[config.mk]
export PLATFORM = sky130hd
export DESIGN_NAME = issue_group_sequencer_flat
export DESIGN_NICKNAME = d
export VERILOG_FILES = /design/src/rtl/issue_group_sequencer_if.sv /design/src/rtl/issue_group_sequencer.sv /design/src/flat_wrapper.sv
export SDC_FILE = /design/constraint.sdc
export NUM_CORES = 1
export LEC_CHECK = 0
export BUFFER_PORTS_ARGS = -buffer_cell sky130_fd_sc_hd__buf_2
export CAP_MARGIN = 20
export CORE_ASPECT_RATIO = 0.8
export CORE_MARGIN = 2
export CORE_UTILIZATION = 45
export CTS_CLUSTER_SIZE = 24
export DETAILED_ROUTE_END_ITERATION = 10
export GPL_TIMING_DRIVEN = 0
export PLACE_DENSITY = 0.76
export SETUP_SLACK_MARGIN = 0.5
export SYNTH_ARGS = -nofsm -noshare
export SYNTH_HDL_FRONTEND = slang
export SYNTH_SLANG_ARGS = --single-unit
[constraint.sdc]
create_clock -name clk -period 3.9 [get_ports clk]
set_input_delay 0.585 -clock clk [delete_from_list [all_inputs] [get_ports clk]]
set_output_delay 0.585 -clock clk [all_outputs]
set_load 0.005 [all_outputs]
[src/rtl/issue_group_sequencer_if.sv]
// Decode-side bundle handshake and issue-side group handshake of the issue group sequencer.
// The sequencer takes the slave modport; decode/issue (or a bench) take the master modport.
interface issue_group_sequencer_if #(
  parameter int NUM_WIDTH = 3
);
  logic                 in_valid;
  logic                 in_ready;
  logic [NUM_WIDTH-1:0] in_inst_valid;
  logic [NUM_WIDTH-1:0] in_branch;
  logic [NUM_WIDTH-1:0] in_mem_read;
  logic [NUM_WIDTH-1:0] in_mem_write;
  logic                 issue_valid;
  logic                 issue_ready;
  logic [NUM_WIDTH-1:0] issue_slot_mask;
  logic [NUM_WIDTH-1:0] issue_branch;
  logic [NUM_WIDTH-1:0] issue_mem_read;
  logic [NUM_WIDTH-1:0] issue_mem_write;
  logic                 flush;

  modport master (
    output in_valid, in_inst_valid, in_branch, in_mem_read, in_mem_write,
    output issue_ready, flush,
    input  in_ready, issue_valid, issue_slot_mask,
    input  issue_branch, issue_mem_read, issue_mem_write
  );

  modport slave (
    input  in_valid, in_inst_valid, in_branch, in_mem_read, in_mem_write,
    input  issue_ready, flush,
    output in_ready, issue_valid, issue_slot_mask,
    output issue_branch, issue_mem_read, issue_mem_write
  );
endinterface

[src/rtl/issue_group_sequencer.sv]
// Holds one decoded bundle and issues it as in-order groups: each group carries at most
// one memory op and ends at the first branch. Decode is stalled until the bundle drains.
module issue_group_sequencer #(
  parameter int NUM_WIDTH = 3,
  parameter int COUNT_W   = 16
) (
  input  logic                   clk,
  input  logic                   rst_n,
  issue_group_sequencer_if.slave bus,
  output logic [COUNT_W-1:0]     split_count
);

  typedef enum logic {
    S_EMPTY = 1'b0,
    S_HOLD  = 1'b1
  } state_t;

  state_t               state_reg;
  logic [NUM_WIDTH-1:0] pending_reg;
  logic [NUM_WIDTH-1:0] branch_reg;
  logic [NUM_WIDTH-1:0] mem_read_reg;
  logic [NUM_WIDTH-1:0] mem_write_reg;
  logic                 split_flag_reg;
  logic [COUNT_W-1:0]   split_count_reg;

  logic [NUM_WIDTH-1:0] stop_vec;
  logic [NUM_WIDTH-1:0] blocked_vec;
  logic [NUM_WIDTH-1:0] group_vec;
  logic [NUM_WIDTH-1:0] remaining_vec;
  logic                 issue_valid;
  logic                 fire;
  logic                 last_fire;
  logic                 in_ready;
  logic                 accept;

  // blocked_vec[i] is set once any older pending slot has closed the group.
  assign blocked_vec[0] = 1'b0;

  generate
    for (genvar gi = 0; gi < NUM_WIDTH; gi++) begin : g_slot
      assign stop_vec[gi]  = pending_reg[gi] &
                             (branch_reg[gi] | mem_read_reg[gi] | mem_write_reg[gi]);
      assign group_vec[gi] = pending_reg[gi] & ~blocked_vec[gi];
      if (gi < NUM_WIDTH - 1) begin : g_chain
        assign blocked_vec[gi+1] = blocked_vec[gi] | stop_vec[gi];
      end
    end
  endgenerate

  assign remaining_vec = pending_reg & ~group_vec;
  assign issue_valid   = (state_reg == S_HOLD) && !bus.flush;
  assign fire          = issue_valid && bus.issue_ready;
  assign last_fire     = fire && (remaining_vec == '0);
  // Accepting alongside the final group lets a new bundle follow with no bubble.
  assign in_ready      = !bus.flush && ((state_reg == S_EMPTY) || last_fire);
  assign accept        = bus.in_valid && in_ready;

  assign bus.in_ready        = in_ready;
  assign bus.issue_valid     = issue_valid;
  assign bus.issue_slot_mask = issue_valid ? group_vec : '0;
  assign bus.issue_branch    = branch_reg;
  assign bus.issue_mem_read  = mem_read_reg;
  assign bus.issue_mem_write = mem_write_reg;
  assign split_count         = split_count_reg;

  always_ff @(posedge clk or negedge rst_n) begin
    if (!rst_n) begin
      state_reg       <= S_EMPTY;
      pending_reg     <= '0;
      branch_reg      <= '0;
      mem_read_reg    <= '0;
      mem_write_reg   <= '0;
      split_flag_reg  <= 1'b0;
      split_count_reg <= '0;
    end else if (bus.flush) begin
      state_reg      <= S_EMPTY;
      pending_reg    <= '0;
      split_flag_reg <= 1'b0;
    end else if (accept) begin
      pending_reg    <= bus.in_inst_valid;
      branch_reg     <= bus.in_branch;
      mem_read_reg   <= bus.in_mem_read;
      mem_write_reg  <= bus.in_mem_write;
      split_flag_reg <= 1'b0;
      state_reg      <= (bus.in_inst_valid != '0) ? S_HOLD : S_EMPTY;
    end else if (fire) begin
      pending_reg <= remaining_vec;
      state_reg   <= (remaining_vec != '0) ? S_HOLD : S_EMPTY;
      // Count each bundle once, when its first non-final group leaves.
      if ((remaining_vec != '0) && !split_flag_reg) begin
        split_flag_reg <= 1'b1;
        if (split_count_reg != {COUNT_W{1'b1}}) begin
          split_count_reg <= split_count_reg + COUNT_W'(1);
        end
      end
    end
  end

endmodule

[src/flat_wrapper.sv]
// flat-port wrapper written by rule: the top's interface ports become plain ports
module issue_group_sequencer_flat 
#(
  parameter int NUM_WIDTH = 3,
  parameter int COUNT_W   = 16
)
  (clk, rst_n, split_count, bus_in_valid, bus_in_inst_valid, bus_in_branch, bus_in_mem_read, bus_in_mem_write, bus_issue_ready, bus_flush, bus_in_ready, bus_issue_valid, bus_issue_slot_mask, bus_issue_branch, bus_issue_mem_read, bus_issue_mem_write);
  issue_group_sequencer_if #(.NUM_WIDTH(NUM_WIDTH)) bus_i ();
  input  logic clk;
  input  logic rst_n;
  output logic [COUNT_W-1:0] split_count;
  input wire logic [$bits(bus_i.in_valid)-1:0] bus_in_valid;
  input wire logic [$bits(bus_i.in_inst_valid)-1:0] bus_in_inst_valid;
  input wire logic [$bits(bus_i.in_branch)-1:0] bus_in_branch;
  input wire logic [$bits(bus_i.in_mem_read)-1:0] bus_in_mem_read;
  input wire logic [$bits(bus_i.in_mem_write)-1:0] bus_in_mem_write;
  input wire logic [$bits(bus_i.issue_ready)-1:0] bus_issue_ready;
  input wire logic [$bits(bus_i.flush)-1:0] bus_flush;
  output wire logic [$bits(bus_i.in_ready)-1:0] bus_in_ready;
  output wire logic [$bits(bus_i.issue_valid)-1:0] bus_issue_valid;
  output wire logic [$bits(bus_i.issue_slot_mask)-1:0] bus_issue_slot_mask;
  output wire logic [$bits(bus_i.issue_branch)-1:0] bus_issue_branch;
  output wire logic [$bits(bus_i.issue_mem_read)-1:0] bus_issue_mem_read;
  output wire logic [$bits(bus_i.issue_mem_write)-1:0] bus_issue_mem_write;
  assign bus_i.in_valid = bus_in_valid;
  assign bus_i.in_inst_valid = bus_in_inst_valid;
  assign bus_i.in_branch = bus_in_branch;
  assign bus_i.in_mem_read = bus_in_mem_read;
  assign bus_i.in_mem_write = bus_in_mem_write;
  assign bus_i.issue_ready = bus_issue_ready;
  assign bus_i.flush = bus_flush;
  assign bus_in_ready = bus_i.in_ready;
  assign bus_issue_valid = bus_i.issue_valid;
  assign bus_issue_slot_mask = bus_i.issue_slot_mask;
  assign bus_issue_branch = bus_i.issue_branch;
  assign bus_issue_mem_read = bus_i.issue_mem_read;
  assign bus_issue_mem_write = bus_i.issue_mem_write;
  issue_group_sequencer #(.NUM_WIDTH(NUM_WIDTH), .COUNT_W(COUNT_W)) u_core (.clk(clk), .rst_n(rst_n), .bus(bus_i), .split_count(split_count));
endmodule
==> impl_metrics.sql, run 1 <==
INSERT INTO impl_metrics (metric_group, metric, value, unit) VALUES
('yosys', 'yosysWarnings', '0', ''),
('sta', 'max_slew_violation_count', '0', ''),
('yosys', 'unique_cell_type_count_in_the_yosys_netlist', '31', ''),
('final_layout', 'number_of_flip_flops_in_the_largest_register', '16', ''),
('global_route', 'number_of_global_route_vias_before_repair', '1200', ''),
('cts', 'clk_transition_reported_paths', '0.06', 'ns'),
('power_and_ir_drop', 'power-per-cell-area', '390', 'mW/mm^2'),
('sta', 'worst_slew_margin_rel', '56.6', '%'),
('yosys', 'top_area_cell_type_share_of_the_netlist_area', '52.6', '%'),
('cts', 'cts-buffers-inserted', '5', ''),
('cts', 'clock_latency', '0.29', 'ns'),
('yosys', 'ys_async_sr_fraction', '100', '%'),
('critical_path', 'worst_path_max_delay_cell', 'sky130_fd_sc_hd__o31ai_1', ''),
('yosys', 'synth-seq-area-share', '52.6', '%'),
('final_layout', 'layout.core_utilization', '58.7', '%'),
('sta', 'tightestPinTransition', '0.651', 'ns'),
('final_layout', 'n_fill_cell', '288', ''),
('cts', 'cts_tree', 'built', ''),
('final_layout', 'synthToLayoutAreaGrowth', '26.0', '%'),
('power_and_ir_drop', 'finalPower', '702', 'uW'),
('final_layout', 'antenna_cells', '0', ''),
('yosys', 'mappedNetlistNets', '145', ''),
('global_route', 'grt_max_degree', '31', ''),
('global_route', 'wire_length_of_the_first_global_routing_pass', '5350', 'um'),
('final_layout', 'drive_above_1_share', '37.6', '%'),
('run_status', 'outcome', 'complete, no violations', ''),
('drt', 'route.final.wire_length', '3210', 'um'),
('cts', 'postCtsHoldBufs', '0', ''),
('global_route', 'grt_overflow_total', '0', ''),
('yosys', 'number_of_enable_type_register_cells_in_the_synthesized_netlist', '0', ''),
('drt', 'route.detailed.wl_per_inst', '14.5', 'um'),
('sta', 'finalCriticalPeriod', '2.25', 'ns'),
('critical_path', 'crit_path_max_incr_delay', '0.45', 'ns'),
('drt', 'starting_drt_drc_count', '53', ''),
('yosys', 'syn-instance-count', '127', ''),
('yosys', 'cell_taking_the_most_area_after_synthesis', 'sky130_fd_sc_hd__dfrtp_1', ''),
('critical_path', 'critical_path_class', 'reg -> out', ''),
('sta', 'timing_hold_violations_final', '0', ''),
('yosys', 'synth.cell_area', '0.00143', 'mm^2'),
('yosys', 'postSynthAreaPerCell', '11.2', 'um^2'),
('cts', 'clock-sinks', '30', ''),
('global_route', 'antenna_found_initial', '0', ''),
('drt', 'ant_nets', '0', ''),
('cts', 'cts_root_buffer', 'sky130_fd_sc_hd__clkbuf_8', ''),
('final_layout', 'final_net_count', '198', ''),
('hold_path', 'holdCritPathClass', 'in -> async', ''),
('floorplanning', 'die_w', '67.0', 'um'),
('yosys', 'synth_area_leaders', 'sky130_fd_sc_hd__dfrtp_1, sky130_fd_sc_hd__xnor2_1, sky130_fd_sc_hd__mux2_2', ''),
('placement', 'hpwlAfterDp', '2400', 'um'),
('placement', 'portBuffers', '46', ''),
('floorplanning', 'chipHeight', '54.4', 'um'),
('sta', 'worst_clock_skew', '0.00484', 'ns'),
('sta', 'finalSetupViolations', '0', ''),
('cts', 'cts_post_setup_buffers_inserted', '0', ''),
('critical_path', 'list_of_cells_traversed_by_the_critical_path', 'o31ai_1 > o22ai_1 > nor2_1 > buf_2', ''),
('sta', 'final.period_utilization', '57.8', '%'),
('sta', 'grt_setup_unrepaired', 'no', ''),
('cts', 'cts.path.max_buffers', '2', ''),
('global_route', 'grt.total_usage', '20.6', '%'),
('drt', 'routed-via-count', '1174', ''),
('placement', 'gp_routability_congestion', '0.796', ''),
('yosys', 'most_numerous_cell_in_the_yosys_netlist', 'sky130_fd_sc_hd__dfrtp_1', ''),
('sta', 'final.setup.tns', '0', 'ns'),
('critical_path', 'worst-endpoint-required', '3.31', 'ns'),
('floorplanning', 'coreArea', '0.00306', 'mm^2'),
('yosys', 'synth.ff_latch_count', '30', ''),
('floorplanning', 'pin_count', '47', ''),
('drt', 'drc', '0', ''),
('power_and_ir_drop', 'vdd.ir_drop.worst', '0.253', 'mV'),
('drt', 'drt_pre_antenna_iters', '4', ''),
('floorplanning', 'initial_utilization', '46.6', '%');
==> per-layer routing <==
layer  track usage, %  share of wire (%)  vias up
li1                 -                  -      561
met1             24.1                 43      564
met2             35.3                 49       43
met3             5.97                6.7        6
met4             10.2                1.7        0
met5                0                  0        -
==> critical path, delay by kind of cell (launching register included) <==
kind / cells / cell delay, ns
AO/OA/AOI/OAI: 2 / 0.71
flip-flops: 1 / 0.40
AND/OR/NAND/NOR: 1 / 0.14
buffers and inverters: 1 / 0.13
==> final timing paths <==
kind | cells after the start | to | from | slack, ns
min in group clk | 1 | u_core.split_count[11] | u_core.split_count[11] | 0.49
min reg2reg | 1 | u_core.split_count[11] | u_core.split_count[11] | 0.49
max | 4 | bus_in_ready | u_core.bus.issue_mem_read[1] | 1.65
min | 1 | u_core.split_count[0] | rst_n | 0.32
max reg2reg | 5 | u_core.bus.issue_mem_write[1] | u_core.bus.issue_mem_read[1] | 1.75
max in group asynchronous | 1 | u_core.bus.issue_branch[2] | rst_n | 3.16
==> per-stage QoR <==
stage               cell area, um^2  setup slack, ns  hold slack [ns]  instances
global placement               1710             1.85            0.482        213
detailed placement             1710             1.75            0.487        213
finish                         1800             1.65            0.318        221
CTS                            1800             1.64            0.347        221
floorplan                      1430             1.92            0.289        127
global route                   1800             1.46            0.370        221
==> power by group <==
group / switching (mW) / internal [mW] / leakage (nW) / total (mW)
Combinational: 0.0404 / 0.0449 / 0.449 / 0.0852
Clock: 0.120 / 0.142 / 0.0482 / 0.262
Sequential: 0.0204 / 0.334 / 0.391 / 0.354
==> cell type report <==
cell class | instances | area, um^2 | share of cell area (%)
Timing Repair Buffer | 46 | 230 | 12.8
Tap cell | 40 | 50.0 | 2.78
Inverter | 6 | 22.5 | 1.25
Clock inverter | 1 | 5.00 | 0.278
Clock buffer | 7 | 86.3 | 4.80
Sequential cell | 30 | 751 | 41.7
Multi-Input combinational cell | 89 | 632 | 35.1
Buffer | 2 | 22.5 | 1.25
==> cell families (layout without fill, tap and decap cells) <==
kind of cell               Yosys count  count (layout)  synth area share (%)
AOI/OAI and AO/OA                   16              16                  7.80
xor gates and xnor gates            15              15                  9.20
adders and majority gates            1               1                 0.876
buffers and inverters                8              62                  3.15
DFF                                 30              30                  52.6
muxes                               10              10                  7.89
and+or+nand+nor                     47              47                  18.5
==> cell usage in the layout, fill, tap and decap left out, types with 3 or more instances in the layout <==
master / Yosys / final
sky130_fd_sc_hd__nand4_1: 5 / 5
sky130_fd_sc_hd__buf_2: 0 / 46
sky130_fd_sc_hd__inv_1: 6 / 6
sky130_fd_sc_hd__mux2_2: 10 / 10
sky130_fd_sc_hd__o31ai_1: 3 / 3
sky130_fd_sc_hd__dfrtp_1: 30 / 30
sky130_fd_sc_hd__nand3_1: 10 / 10
sky130_fd_sc_hd__xnor2_1: 14 / 14
sky130_fd_sc_hd__o21ai_0: 4 / 4
sky130_fd_sc_hd__nor2_1: 6 / 6
sky130_fd_sc_hd__nand2_1: 9 / 9
sky130_fd_sc_hd__nor3_1: 3 / 3
sky130_fd_sc_hd__clkbuf_8: 0 / 6
Power figures use the tool's default switching activity.
==> run 2: changes to the inputs <==
- ABC_AREA: unset -> 1
- PLACE_DENSITY: 0.76 -> 0.77
- clock period: 3.9 -> 1.9 ns (I/O delays scaled with it)
==> run 2 against run 1 <==
  * Routed wire length rose by 70%
  * Via count rose by 64%
  * Flip-flop and latch count did not move
  * Sequential share of layout area fell by 13 points
  * Combinational power rose to 4.7 times the previous value
  * Global-route usage rose by 5.4 points
  * Die area rose by 21%
  * Cell area rose by 47%
  * Synthesized cell count rose by 80%
  * Core utilization rose by 12 points
  * First-iteration DRC count rose to 3.9 times the previous value
  * Clock skew barely moved
  * Critical path type is now reg -> reg
  * Largest cell class is now multi-input gates
==> impl_metrics.sql, run 2 <==
INSERT INTO impl_metrics (metric_group, metric, value, unit) VALUES
('yosys', 'synth.ff_latch_count', '30', ''),
('yosys', 'synth-seq-area-share', '43.0', '%'),
('critical_path', 'critical_path_class', 'reg -> reg', ''),
('yosys', 'number_of_enable_type_register_cells_in_the_synthesized_netlist', '0', ''),
('sta', 'timing_hold_violations_final', '0', ''),
('critical_path', 'timing.critical_path.mode_cell', 'sky130_fd_sc_hd__nand2_1', ''),
('critical_path', 'worst_path_max_delay_cell', 'sky130_fd_sc_hd__dfrtp_1', ''),
('sta', 'finalCriticalPeriod', '1.82', 'ns'),
('final_layout', 'number_of_flip_flops_in_the_largest_register', '16', ''),
('yosys', 'unique_cell_type_count_in_the_yosys_netlist', '24', ''),
('global_route', 'grt_overflow_total', '0', ''),
('sta', 'max_slew_violation_count', '0', ''),
('sta', 'grt_setup_unrepaired', 'yes', ''),
('floorplanning', 'die_w', '73.7', 'um'),
('critical_path', 'r2r_setup_slack', '0.08', 'ns'),
('sta', 'worst_clock_skew', '0.00505', 'ns'),
('final_layout', 'antenna_cells', '0', ''),
('critical_path', 'worstPathMaxFanout', '6', ''),
('drt', 'route.final.wire_length', '5440', 'um'),
('global_route', 'grt.total_usage', '26.0', '%'),
('cts', 'cts_root_buffer', 'sky130_fd_sc_hd__clkbuf_8', ''),
('global_route', 'antenna_found_initial', '0', ''),
('yosys', 'ys_top_cells_by_count', 'sky130_fd_sc_hd__nand2_1, sky130_fd_sc_hd__dfrtp_1, sky130_fd_sc_hd__inv_1', ''),
('placement', 'hpwlAfterDp', '2900', 'um'),
('power_and_ir_drop', 'vdd.ir_drop.worst', '0.589', 'mV'),
('final_layout', 'drive_above_1_share', '46.5', '%'),
('critical_path', 'end_kind', 'flip-flop', ''),
('final_layout', 'layout_common_cells', 'sky130_fd_sc_hd__nand2_1, sky130_fd_sc_hd__buf_2, sky130_fd_sc_hd__dfrtp_1', ''),
('floorplanning', 'dieArea', '0.00440', 'mm^2'),
('drt', 'post_drt_via_cell_ratio', '5.45', ''),
('yosys', 'postSynthAreaPerCell', '7.63', 'um^2'),
('placement', 'portBuffers', '45', ''),
('final_layout', 'postLayoutCellArea', '0.00265', 'mm^2'),
('drt', 'drc', '0', ''),
('global_route', 'number_of_global_route_vias_before_repair', '1832', ''),
('floorplanning', 'row_count', '20', ''),
('critical_path', 'crit_path_max_incr_delay', '0.36', 'ns'),
('critical_path', 'critical_r2r_capture', 'u_core.split_count[3]', ''),
('global_route', 'wire_length_of_the_first_global_routing_pass', '8610', 'um'),
('critical_path', 'timing.critical_path.arrival', '2.00', 'ns'),
('placement', 'placed_cell_area', '0.00205', 'mm^2'),
('flow_run', 'maxCapViolCount', '0', ''),
('critical_path', 'worst-endpoint-required', '2.08', 'ns'),
('floorplanning', 'initial_utilization', '46.5', '%'),
('cts', 'cts-buffers-inserted', '5', ''),
('sta', 'tightestPinTransition', '0.694', 'ns'),
('final_layout', 'final_net_count', '327', ''),
('drt', 'route.detailed.wl_per_inst', '15.4', 'um'),
('final_layout', 'synthToLayoutAreaGrowth', '51.9', '%'),
('placement', 'gp_routability_congestion', '0.911', ''),
('cts', 'clock-sinks', '30', ''),
('yosys', 'synth.cell_area', '0.00175', 'mm^2'),
('sta', 'fmax', '550', 'MHz'),
('yosys', 'dominantRegCellSynth', 'sky130_fd_sc_hd__dfrtp_1', ''),
('power_and_ir_drop', 'power.leakage', '1.40', 'nW'),
('yosys', 'ys_async_sr_fraction', '100', '%'),
('sta', 'worst_slew_margin_rel', '53.7', '%'),
('critical_path', 'list_of_cells_traversed_by_the_critical_path', 'inv_1 > nand2_1 > nand2_1 > nand2_2 > nand2_4 > buf_4 > nand2_4 > inv_1 > nor2_1 > nand2_1 > inv_4 > buf_6 > nand3_2 > nand2_2 > nand2_1', ''),
('sta', 'final.period_utilization', '95.7', '%'),
('drt', 'ant_nets', '0', ''),
('cts', 'h_tree_level_count', '2', ''),
('yosys', 'top_area_cell_type_share_of_the_netlist_area', '43.0', '%'),
('yosys', 'most_numerous_cell_in_the_yosys_netlist', 'sky130_fd_sc_hd__nand2_1', ''),
('cts', 'clock_latency', '0.29', 'ns'),
('yosys', 'syn-instance-count', '229', ''),
('yosys', 'yosysWarnings', '0', ''),
('drt', 'drt_pre_antenna_iters', '5', ''),
('critical_path', 'worstReg2RegStart', 'u_core.bus.issue_mem_write[1]', ''),
('floorplanning', 'coreArea', '0.00375', 'mm^2'),
('cts', 'cts.path.max_buffers', '2', ''),
('cts', 'clk_transition_reported_paths', '0.07', 'ns'),
('floorplanning', 'chipHeight', '59.7', 'um'),
('global_route', 'grt_max_degree', '31', ''),
('power_and_ir_drop', 'power-per-cell-area', '667', 'mW/mm^2'),
('yosys', 'synth_area_leaders', 'sky130_fd_sc_hd__dfrtp_1, sky130_fd_sc_hd__nand2_1, sky130_fd_sc_hd__nand4_1', ''),
('final_layout', 'mostFrequentLayoutCell', 'sky130_fd_sc_hd__nand2_1', ''),
('yosys', 'mappedNetlistNets', '247', ''),
('drt', 'starting_drt_drc_count', '207', ''),
('hold_path', 'holdCritPathClass', 'in -> async', ''),
('yosys', 'cell_taking_the_most_area_after_synthesis', 'sky130_fd_sc_hd__dfrtp_1', ''),
('final_layout', 'layout.core_utilization', '70.7', '%'),
('critical_path', 'startpoint_type', 'flip-flop', ''),
('floorplanning', 'pin_count', '47', ''),
('run_status', 'outcome', 'complete, no violations', ''),
('drt', 'routed-via-count', '1928', ''),
('cts', 'cts_tree', 'built', ''),
('sta', 'finalSetupViolations', '0', ''),
('critical_path', 'r2r.worst_path.cells', '15', '');
## run 2: changes by cell type in the layout (fill, tap and decap cells not counted), moves of 8 or more
cell	change
sky130_fd_sc_hd__nand2_1	+56
sky130_fd_sc_hd__nand2_2	+19
sky130_fd_sc_hd__buf_4	+14
sky130_fd_sc_hd__nand4_1	+14
sky130_fd_sc_hd__inv_1	+13
sky130_fd_sc_hd__xnor2_1	-11
sky130_fd_sc_hd__buf_6	+10
sky130_fd_sc_hd__mux2_2	-10
sky130_fd_sc_hd__nand2_4	+8
## run 2: cell type report
type                       count  area, um^2
fill                         281        1100
multi-input combinational    168        1040
sequential                    30         754
timing repair buffer          72         518
inverter                      25         101
buffer                         7        80.1
clock buffer                   5        68.8
tap                           44        55.1
clock inverter                 3        40.0
## run 2: worst max-delay path: cells and delay by family, from the launching register on
kind | cells | cell delay, ns
simple gates | 10 | 0.81
buf+inv | 5 | 0.53
flops | 1 | 0.36
## run 2: routing by layer
layer | share of wire, % | global-route usage, % | vias to the layer above | wire length (um)
met5 | 0 | 0 | - | 0
li1 | - | - | 912 | -
met3 | 6.6 | 5.06 | 14 | 360
met1 | 45 | 35.7 | 920 | 2440
met4 | 2.1 | 9.61 | 0 | 116
met2 | 46 | 41.1 | 82 | 2510
## run 2: through the flow
stage                     setup WS, ns  std cells  hold slack, ns  TNS (ns)  power [mW]
after floorplan                  0.428        229         -0.0106         0       0.851
after global placement           0.246        318           0.364         0       0.946
after detailed placement         0.228        318           0.365         0       0.950
after CTS                        0.185        351          0.0555         0        1.71
after global routing           -0.0386        354          0.0824   -0.0386        1.85
final                           0.0809        354          0.0277         0        1.77
## run 2: kinds of logic after synthesis
group,after synthesis,synth area share [%]
compound gates,7,2.65
buf+inv,32,9.03
fa+ha+maj,1,0.716
flops,30,43.0
simple gates,152,41.1
xor+xnor,7,3.51
## run 2: report_power, final
| part | switching (mW) | internal [mW] | leakage, nW | total (mW) |
|---|---|---|---|---|
| Combinational | 0.209 | 0.193 | 0.949 | 0.402 |
| Sequential | 0.0287 | 0.681 | 0.397 | 0.710 |
| Clock | 0.274 | 0.386 | 0.0579 | 0.659 |
## run 2: how the worst max path moves through the flow
stage / endpoint / depth (start not counted) / start / slack [ns]
3_3_place_gp: u_core.split_count[7] / 11 / u_core.bus.issue_branch[0] / 0.25
4_1_cts: bus_in_ready / 8 / u_core.bus.issue_branch[0] / 0.18
2_1_floorplan: u_core.split_count[3] / 10 / u_core.split_count[0] / 0.43
3_5_place_dp: u_core.split_count[7] / 11 / u_core.bus.issue_branch[0] / 0.23
5_1_grt: u_core.split_count[3] / 15 / u_core.bus.issue_mem_write[1] / -0.04
6_report: u_core.split_count[3] / 15 / u_core.bus.issue_mem_write[1] / 0.08
## run 2: repair_timing
item | 4_1_cts | 5_1_grt
pin swaps | 16 | 19
endpoints found under the setup margin | 33 | 33
buffers inserted | 21 | 3
cloned | 4 | 0
hold buffers | 0 | 0
gates resized for setup | 44 | 30
endpoints found under the hold margin | 0 | 0
==> run 3: changes to the inputs <==
- RECOVER_POWER: unset -> 50
==> run 3 against run 2 <==
  * The flow now finishes with violations (capacitance limit, slew limit)
  * Core utilization is 0.20 points lower
  * Clock skew about the same
  * First-iteration DRC count is 0.48% higher
  * Power about the same
  * Cell count unchanged
  * Sequential power about the same
  * Critical endpoint unchanged
  * Largest cell class unchanged
==> impl_metrics.sql, run 3 (synthesis results as in run 2) <==
INSERT INTO impl_metrics (metric_group, metric, value, unit) VALUES
('global_route', 'antenna_found_initial', '0', ''),
('global_route', 'wire_length_of_the_first_global_routing_pass', '8610', 'um'),
('cts', 'postCtsHoldBufs', '0', ''),
('power_and_ir_drop', 'power-per-cell-area', '669', 'mW/mm^2'),
('hold_path', 'min_delay_path_depth', '3', ''),
('cts', 'cts.path.max_buffers', '2', ''),
('drt', 'route.final.wire_length', '5450', 'um'),
('global_route', 'number_of_global_route_vias_before_repair', '1832', ''),
('critical_path', 'worst-endpoint-required', '2.08', 'ns'),
('placement', 'portBuffers', '45', ''),
('final_layout', 'number_of_flip_flops_in_the_largest_register', '16', ''),
('drt', 'drc', '0', ''),
('floorplanning', 'pin_count', '47', ''),
('sta', 'final.period_utilization', '96.0', '%'),
('floorplanning', 'coreArea', '0.00375', 'mm^2'),
('critical_path', 'timing.critical_path.mode_cell', 'sky130_fd_sc_hd__nand2_1', ''),
('critical_path', 'critical_path_class', 'reg -> reg', ''),
('placement', 'placed_cell_area', '0.00205', 'mm^2'),
('power_and_ir_drop', 'power.leakage', '1.39', 'nW'),
('hold_path', 'holdCritPathClass', 'in -> reg', ''),
('final_layout', 'n_fill_cell', '285', ''),
('critical_path', 'list_of_cells_traversed_by_the_critical_path', 'inv_1 > nand2_1 > nand2_1 > nand2_2 > nand2_4 > buf_4 > nand2_4 > inv_1 > nor2_1 > nand2_1 > inv_4 > buf_6 > nand3_2 > nand2_2 > nand2_1', ''),
('critical_path', 'startpoint_type', 'flip-flop', ''),
('cts', 'clock_latency', '0.29', 'ns'),
('run_status', 'violated_checks', 'capacitance limit, slew limit', ''),
('run_status', 'outcome', 'finished, violations left', ''),
('final_layout', 'synthToLayoutAreaGrowth', '51.5', '%'),
('critical_path', 'critical_path.top_delay_family', 'simple AND/OR/NAND/NOR gates', ''),
('hold_path', 'timing.hold.worst.start', 'bus_in_branch[2]', ''),
('hold_path', 'hold-path-endpoint', 'u_core.bus.issue_branch[2]', ''),
('sta', 'fmax', '548', 'MHz'),
('critical_path', 'worstReg2RegStart', 'u_core.bus.issue_mem_write[1]', ''),
('sta', 'finalSetupViolations', '0', ''),
('final_layout', 'antenna_cells', '0', ''),
('cts', 'h_tree_level_count', '2', ''),
('sta', 'finalCriticalPeriod', '1.82', 'ns'),
('drt', 'starting_drt_drc_count', '208', ''),
('floorplanning', 'initial_utilization', '46.5', '%'),
('floorplanning', 'dieArea', '0.00440', 'mm^2'),
('floorplanning', 'row_count', '20', ''),
('critical_path', 'end_kind', 'flip-flop', ''),
('drt', 'route.detailed.wl_per_inst', '15.4', 'um'),
('final_layout', 'mostFrequentLayoutCell', 'sky130_fd_sc_hd__nand2_1', ''),
('sta', 'final.setup.worst_slack', '0.0760', 'ns'),
('final_layout', 'final_net_count', '327', ''),
('placement', 'preCtsSetupSlack', '0.228', 'ns'),
('drt', 'post_drt_via_cell_ratio', '5.45', ''),
('critical_path', 'r2r_setup_slack', '0.08', 'ns'),
('sta', 'timing_hold_violations_final', '0', ''),
('sta', 'final_layout_worst_hold_slack', '0.187', 'ns'),
('cts', 'cts_root_buffer', 'sky130_fd_sc_hd__clkbuf_8', ''),
('cts', 'clk_transition_reported_paths', '0.07', 'ns'),
('floorplanning', 'chipHeight', '59.7', 'um'),
('global_route', 'grt_overflow_total', '0', ''),
('drt', 'drt_pre_antenna_iters', '5', ''),
('critical_path', 'critical_r2r_capture', 'u_core.split_count[3]', ''),
('critical_path', 'cp.buffers_inverters', '5', ''),
('critical_path', 'timing.critical_path.arrival', '2.01', 'ns'),
('sta', 'worst_slew_margin_rel', '-11.4', '%'),
('power_and_ir_drop', 'vdd.ir_drop.worst', '0.589', 'mV'),
('critical_path', 'crit_path_max_incr_delay', '0.36', 'ns'),
('sta', 'max_slew_violation_count', '31', ''),
('global_route', 'grt_max_degree', '31', ''),
('critical_path', 'r2r.worst_path.cells', '15', ''),
('cts', 'cts-buffers-inserted', '5', ''),
('cts', 'cts_tree', 'built', ''),
('placement', 'hpwlAfterDp', '2900', 'um'),
('sta', 'worst_clock_skew', '0.00469', 'ns'),
('drt', 'routed-via-count', '1929', ''),
('critical_path', 'worstPathMaxFanout', '6', ''),
('floorplanning', 'die_w', '73.7', 'um'),
('final_layout', 'drive_above_1_share', '44.5', '%'),
('placement', 'gp_routability_congestion', '0.911', ''),
('sta', 'grt_setup_unrepaired', 'yes', ''),
('drt', 'ant_nets', '0', ''),
('critical_path', 'worst_path_max_delay_cell', 'sky130_fd_sc_hd__dfrtp_1', ''),
('flow_run', 'maxCapViolCount', '1', ''),
('sta', 'tightestPinTransition', '1.67', 'ns'),
('cts', 'clock-sinks', '30', ''),
('final_layout', 'layout_common_cells', 'sky130_fd_sc_hd__nand2_1, sky130_fd_sc_hd__buf_2, sky130_fd_sc_hd__dfrtp_1', ''),
('final_layout', 'postLayoutCellArea', '0.00265', 'mm^2'),
('global_route', 'grt.total_usage', '26.0', '%');
==> run 3: worst max-delay path by stage <==
stage          cells past startpoint                     to  slack (ns)                           from
2_1_floorplan                     10  u_core.split_count[3]        0.43          u_core.split_count[0]
3_3_place_gp                      11  u_core.split_count[7]        0.25     u_core.bus.issue_branch[0]
3_5_place_dp                      11  u_core.split_count[7]        0.23     u_core.bus.issue_branch[0]
4_1_cts                            8           bus_in_ready        0.18     u_core.bus.issue_branch[0]
5_1_grt                           15  u_core.split_count[3]       -0.04  u_core.bus.issue_mem_write[1]
6_report                          15  u_core.split_count[3]        0.08  u_core.bus.issue_mem_write[1]
==> run 3: layer usage <==
layer	track usage (%)	part of all wire, %	wire [um]
met1	35.7	45	2450
met3	5.06	6.9	374
met4	9.61	2.1	117
met5	0	0	0
met2	41.1	46	2500
==> run 3: area by class of cell <==
class,count,area (um^2),share of cell area [%]
Tap cell,44,55.1,2.08
Buffer,7,80.1,3.03
Sequential cell,30,753,28.5
Clock inverter,3,40.0,1.51
Multi-Input combinational cell,168,1040,39.1
Timing Repair Buffer,72,512,19.3
Clock buffer,5,68.8,2.60
Inverter,25,101,3.83
==> run 3: power breakdown <==
group	switching (mW)	internal, mW	leakage [nW]
Combinational	0.209	0.192	0.930
Clock	0.273	0.386	0.0579
Sequential	0.0288	0.681	0.398
==> run 3: timing repair <==
action,CTS,global route
endpoints found under the setup margin,33,33
endpoints found under the hold margin,0,0
buffers inserted,21,3
resized for setup,44,30
cloned,4,0
pin swaps,16,19
==> run 3: worst register-to-register path: cells and delay by family (launching register included) <==
| kind | cells | cell delay, ns |
|---|---|---|
| buf+inv | 5 | 0.54 |
| flops | 1 | 0.36 |
| simple gates | 10 | 0.81 |
==> run 3: through the flow <==
stage	util (%)	TNS [ns]	total power, mW	instances
2_1_floorplan	-	0	0.851	229
3_3_place_gp	54.5	0	0.946	318
3_5_place_dp	54.5	0	0.950	318
4_1_cts	67.2	0	1.71	351
5_1_grt	70.5	-0.0386	1.85	354
6_report	70.5	0	1.77	354
